<file path="config.mk">
export PLATFORM = sky130hd
export DESIGN_NAME = rf_write_arbiter
export DESIGN_NICKNAME = d
export VERILOG_FILES = /design/src/rtl/rf_pkg.sv /design/src/rtl/rf_fwd_mux.sv /design/src/rtl/rf_write_arbiter.sv
export SDC_FILE = /design/constraint.sdc
export NUM_CORES = 1
export LEC_CHECK = 0
export ABC_AREA = 1
export BUFFER_PORTS_ARGS = -buffer_cell sky130_fd_sc_hd__buf_2
export CAP_MARGIN = 30
export CORE_AREA = 2 2 99 101
export CTS_CLUSTER_DIAMETER = 150
export CTS_CLUSTER_SIZE = 30
export DETAILED_ROUTE_END_ITERATION = 12
export DIE_AREA = 0 0 101 103
export GPL_TIMING_DRIVEN = 0
export PLACE_DENSITY_LB_ADDON = 0.05
export SETUP_SLACK_MARGIN = 0.15
export SLEW_MARGIN = 15
export SYNTH_ARGS = -nofsm -noshare
export SYNTH_HDL_FRONTEND = slang
export SYNTH_SLANG_ARGS = --single-unit
</file>
<file path="constraint.sdc">
create_clock -name clk -period 4.2 [get_ports clk]
set_clock_uncertainty 0.15 [all_clocks]
set_input_delay 1.26 -clock clk [delete_from_list [all_inputs] [get_ports clk]]
set_output_delay 1.26 -clock clk [all_outputs]
set_load 0.05 [all_outputs]
</file>
<file path="src/rtl/rf_pkg.sv">
// Shared constants for the register-file write arbiter slice.
//   RF_DATA_W / RF_ADDR_W : default write-data and register-index widths
//   REG_ZERO              : hard-wired zero register index (writes discarded)
//   SRC_ALU / SRC_MC      : requester indices (single-cycle path, multi-cycle unit)
package rf_pkg;

  localparam int unsigned RF_DATA_W = 32;
  localparam int unsigned RF_ADDR_W = 5;

  localparam int unsigned REG_ZERO = 0;

  localparam logic SRC_ALU = 1'b0;
  localparam logic SRC_MC  = 1'b1;

endpackage : rf_pkg

</file>
<file path="src/rtl/rf_fwd_mux.sv">
// Read-port bypass: substitutes the staged write data for the register-file
// read data when the staged write targets the register being read.
//   sel        : read index presented to the register file
//   raw        : data returned by the register file
//   stage_we   : staged write is live
//   stage_rd   : staged write destination
//   stage_data : staged write data
//   data       : read data after forwarding (combinational)
module rf_fwd_mux
  import rf_pkg::*;
#(
  parameter int unsigned DATA_W = RF_DATA_W,
  parameter int unsigned ADDR_W = RF_ADDR_W
) (
  input  logic [ADDR_W-1:0] sel,
  input  logic [DATA_W-1:0] raw,
  input  logic              stage_we,
  input  logic [ADDR_W-1:0] stage_rd,
  input  logic [DATA_W-1:0] stage_data,
  output logic [DATA_W-1:0] data
);

  logic hit;

  // Register zero never forwards; it always reads whatever the file returns.
  assign hit  = stage_we && (stage_rd == sel) && (sel != ADDR_W'(REG_ZERO));
  assign data = hit ? stage_data : raw;

endmodule : rf_fwd_mux

</file>
<file path="src/rtl/rf_write_arbiter.sv">
// Shares the register file's single write port between the single-cycle
// ALU/load path (requester 0) and a multi-cycle unit (requester 1).
// One write per cycle is granted and captured in a registered write stage,
// which is also forwarded to both read ports.
//   clk, reset            : clock, async active-high reset
//   rr_en                 : 1 = round-robin, 0 = fixed priority (req0 wins)
//   wb_stall              : blocks all grants this cycle
//   reqN_valid/rd/data    : write requests
//   reqN_ready            : grant (combinational)
//   reg_write/rd_sel/wb_data/wb_src : registered write stage
//   rsK_sel/rsK_raw       : register-file read index and data
//   rsK_data              : read data after forwarding (combinational)
module rf_write_arbiter
  import rf_pkg::*;
#(
  parameter int unsigned DATA_W = RF_DATA_W,
  parameter int unsigned ADDR_W = RF_ADDR_W
) (
  input  logic              clk,
  input  logic              reset,
  input  logic              rr_en,
  input  logic              wb_stall,
  input  logic              req0_valid,
  input  logic [ADDR_W-1:0] req0_rd,
  input  logic [DATA_W-1:0] req0_data,
  input  logic              req1_valid,
  input  logic [ADDR_W-1:0] req1_rd,
  input  logic [DATA_W-1:0] req1_data,
  output logic              req0_ready,
  output logic              req1_ready,
  output logic              reg_write,
  output logic [ADDR_W-1:0] rd_sel,
  output logic [DATA_W-1:0] wb_data,
  output logic              wb_src,
  input  logic [ADDR_W-1:0] rs1_sel,
  input  logic [ADDR_W-1:0] rs2_sel,
  input  logic [DATA_W-1:0] rs1_raw,
  input  logic [DATA_W-1:0] rs2_raw,
  output logic [DATA_W-1:0] rs1_data,
  output logic [DATA_W-1:0] rs2_data
);

  logic              last_grant;
  logic              grant0;
  logic              grant1;
  logic              accept;
  logic              winner;
  logic [ADDR_W-1:0] win_rd;
  logic [DATA_W-1:0] win_data;

  // Grant selection. Under contention in round-robin mode the requester that
  // did not win last time goes; otherwise requester 0 has priority.
  always_comb begin
    grant0 = 1'b0;
    grant1 = 1'b0;
    if (!wb_stall) begin
      if (req0_valid && req1_valid) begin
        if (rr_en && (last_grant == SRC_ALU)) begin
          grant1 = 1'b1;
        end else begin
          grant0 = 1'b1;
        end
      end else begin
        grant0 = req0_valid;
        grant1 = req1_valid;
      end
    end
  end

  assign req0_ready = grant0;
  assign req1_ready = grant1;

  // Grants are only raised against a valid request, so any grant is a handshake.
  assign accept   = grant0 | grant1;
  assign winner   = grant1 ? SRC_MC : SRC_ALU;
  assign win_rd   = grant1 ? req1_rd   : req0_rd;
  assign win_data = grant1 ? req1_data : req0_data;

  // Write stage and round-robin pointer. Pointer resets to SRC_MC so the
  // first contention after reset goes to requester 0.
  always_ff @(posedge clk or posedge reset) begin
    if (reset) begin
      last_grant <= SRC_MC;
      reg_write  <= 1'b0;
      rd_sel     <= '0;
      wb_data    <= '0;
      wb_src     <= SRC_ALU;
    end else if (accept) begin
      last_grant <= winner;
      reg_write  <= (win_rd != ADDR_W'(REG_ZERO));
      rd_sel     <= win_rd;
      wb_data    <= win_data;
      wb_src     <= winner;
    end else begin
      reg_write  <= 1'b0;
    end
  end

  // One bypass per read port.
  rf_fwd_mux #(
    .DATA_W (DATA_W),
    .ADDR_W (ADDR_W)
  ) u_fwd_rs1 (
    .sel        (rs1_sel),
    .raw        (rs1_raw),
    .stage_we   (reg_write),
    .stage_rd   (rd_sel),
    .stage_data (wb_data),
    .data       (rs1_data)
  );

  rf_fwd_mux #(
    .DATA_W (DATA_W),
    .ADDR_W (ADDR_W)
  ) u_fwd_rs2 (
    .sel        (rs2_sel),
    .raw        (rs2_raw),
    .stage_we   (reg_write),
    .stage_rd   (rd_sel),
    .stage_data (wb_data),
    .data       (rs2_data)
  );

endmodule : rf_write_arbiter

</file>
==> results_dict.tcl <==
set metrics [dict create \
    outcome "finished clean" \
    avgSynthCellArea_um2 6.26 \
    ys_dominant_reg_cell "dfrtp_1" \
    fin_tns_setup_ns 0 \
    antenna_found_initial 0 \
    synth_edf_count 0 \
    die_h_um 103 \
    grt_pass1_wl_um 19000 \
    regArea_um2 1000 \
    core_um2 9460 \
    fill_cells 1037 \
    yosysUniqueCellTypes 24 \
    grt_usage_pct 23.4 \
    drc 0 \
    clock-root-buffer "clkbuf_8" \
    gp_congestion 0.850 \
    fmax_mhz 250 \
    synth.yosys.seq_area_share_pct 32.9 \
    ir_drop_mv 0.154 \
    grt-ovfl-total 0 \
    num_vias 4222 \
    drv_cap 0 \
    slowest_stage "buf_2" \
    io_buffers 258 \
    synthTopCellsByArea "dfrtp_1 (32%), nand2_1 (28%), nand4_1 (7.0%)" \
    syn_to_final_growth_pct 54.1 \
    max_slew_margin_pct 63.1 \
    grt_pass1_vias 3823 \
    endpoint_kind "output port" \
    power_per_cell_area_nw_per_um2 354 \
    period_needed_ns 3.99 \
    dr.pass1.iters 4 \
    synth_fp_nets 641 \
    drt.antenna.violating_nets 0 \
    dpl.hpwl_um 10100 \
    path_cells "buf_2, inv_1, nand3_1, o21ai_1, nand2_2, nand3_2, clkbuf_4, nand2_1, nand2_1, buf_2" \
    clockBufferDepth 2 \
    start_util_pct 32.2 \
    fin_area_um2 4700 \
    ios 259 \
    mappedNetlistArea_um2 3050 \
    wl_per_cell_um 15.0 \
    numCtsBuffers 5 \
    die_x_um 101 \
    critPathMaxFanout 10 \
    final_nets 908 \
    rows 36 \
    vias_per_cell 4.86 \
    drive_above_1_share_pct 43.2 \
    diodes 0 \
    yosys_warnings 0 \
    synth_top_area_share_pct 32.0 \
    synthTopCellsByCount "nand2_1 (225), dfrtp_1 (39), nand3_1 (37), nor2_1 (37), nand4_1 (34)" \
    worst_setup_hold_path_clk_slew_ns 0.07 \
    cp-start-kind "input pin" \
    cts_hold_buf 0 \
    finalWirelength_um 13000 \
    grt_max_degree 22 \
    finalCritPeriodShare_pct 95.1 \
    yosys.area.top_type "dfrtp_1" \
    synth.most_common_cell "nand2_1" \
    worstPathRequired_ns 2.79 \
    multiInputGateArea_um2 1780 \
    die-area_um2 10400 \
    slowest_delay_ns 0.25 \
    finalHoldViolCount 0 \
    finalSetupViolations 0 \
    htree_num_levels 2 \
    cts_sinks 40 \
    slew_viol_final 0 \
    cp.arrival_ns 2.58 \
    worstMarginPinSlew_ns 0.553 \
    cts_tree "yes" \
    power.leakage_uw 0.00273 \
    rsz0062_at_grt "true" \
    place_area_um2 4510 \
    whs_ns 0.346 \
    insertion_delay_ns 0.28 \
    synthArstFlopShare_pct 100 \
    min_path_type "flip-flop to flip-flop" \
    synth_seq_cells 40 \
    path_class "input pin to output port" \
    synthCells 487 \
    drt_iter0_drc 130 \
]
## flip-flops by register name, indices dropped and copies added (netlist names)
signal	flops
wb_data	32
rd_sel	5
last_grant	1
reg_write	1
wb_src	1
## layout by cell type (no fill, tap or decap)
cell,count
nand4_2,1
inv_1,6
buf_4,11
o21ai_1,5
dfstp_2,1
nand4_1,34
nor2_1,37
o21ai_0,6
a31oi_1,32
inv_2,14
nand3_1,37
o21bai_1,1
nor2_4,4
xor2_1,2
buf_2,248
clkbuf_8,5
clkbuf_4,29
nand2_2,5
clkbuf_1,4
buf_16,1
nor2b_4,1
nand3_2,1
o22ai_1,1
buf_6,4
dfrtp_1,39
nand2_1,224
clkinv_2,1
## worst paths after layout
| check | slack [ns] | depth (start not counted) | startpoint | endpoint |
|---|---|---|---|---|
| worst min register to register | 0.35 | 2 | last_grant | last_grant |
| worst min-delay path | 0.35 | 2 | last_grant | last_grant |
| max in group asynchronous | 2.60 | 3 | reset | wb_data[2] |
| min in group asynchronous | 0.83 | 2 | reset | wb_data[22] |
| worst max register to register | 2.48 | 8 | last_grant | wb_data[23] |
| worst max-delay path | 0.21 | 10 | rs2_sel[3] | rs2_data[14] |
## routing by layer
metal  track usage [%]  vias up  share of wire, %
li1                  -     2129                 -
met1              28.7     1903                42
met2              42.1      176                49
met3              5.08       14               7.2
met4              5.51        0               1.2
met5                 0        -                 0
## worst max-delay path: cells and delay by family
kind / cells / cell delay [ns]
AO/OA/AOI/OAI: 1 / 0.15
buffers and inverters: 4 / 0.64
AND/OR/NAND/NOR: 5 / 0.52
## power breakdown
| part | internal [µW] | switching [µW] | leakage, µW | total [µW] |
|---|---|---|---|---|
| combinational | 242 | 666 | 0.00223 | 907 |
| sequential | 441 | 64.8 | 0.000455 | 506 |
| clock | 113 | 135 | 0.0000410 | 248 |
| total | 796 | 865 | 0.00273 | 1660 |
## cells by family (layout without fill, tap and decap cells)
| logic type | Yosys count | count (layout) | synth area share (%) |
|---|---|---|---|
| AND/OR/NAND/NOR | 344 | 344 | 48.5 |
| buffers and inverters | 56 | 323 | 9.27 |
| AO/OA/AOI/OAI | 45 | 45 | 8.82 |
| flip-flops | 40 | 40 | 32.9 |
| XOR/XNOR | 2 | 2 | 0.575 |
## final cells by class
type,instances,share of cell area (%)
inverter,20,1.60
tap,114,3.04
buffer,36,4.82
clock inverter,1,0.106
timing repair buffer,260,29.8
multi-input combinational,391,37.8
clock buffer,6,1.54
sequential,40,21.3
## through the flow
stage | worst slack (ns) | utilization (%) | total power, µW | std cells
4_1_cts | 0.154 | 48.7 | 1660 | 867
3_3_place_gp | 0.0700 | 47.4 | 1390 | 859
3_5_place_dp | 0.0390 | 47.7 | 1400 | 860
2_1_floorplan | 0.455 | - | 1130 | 487
6_report | 0.208 | 49.7 | 1660 | 868
5_1_grt | 0.138 | 49.7 | 1760 | 868
## timing repair
action                                  in CTS  in global routing
endpoints found under the hold margin        0                  0
buffers inserted                             0                  1
pin swaps                                    0                  1
gates resized for setup                      7                 34
endpoints found under the setup margin      30                 32
(Power assumes the default switching activity.)
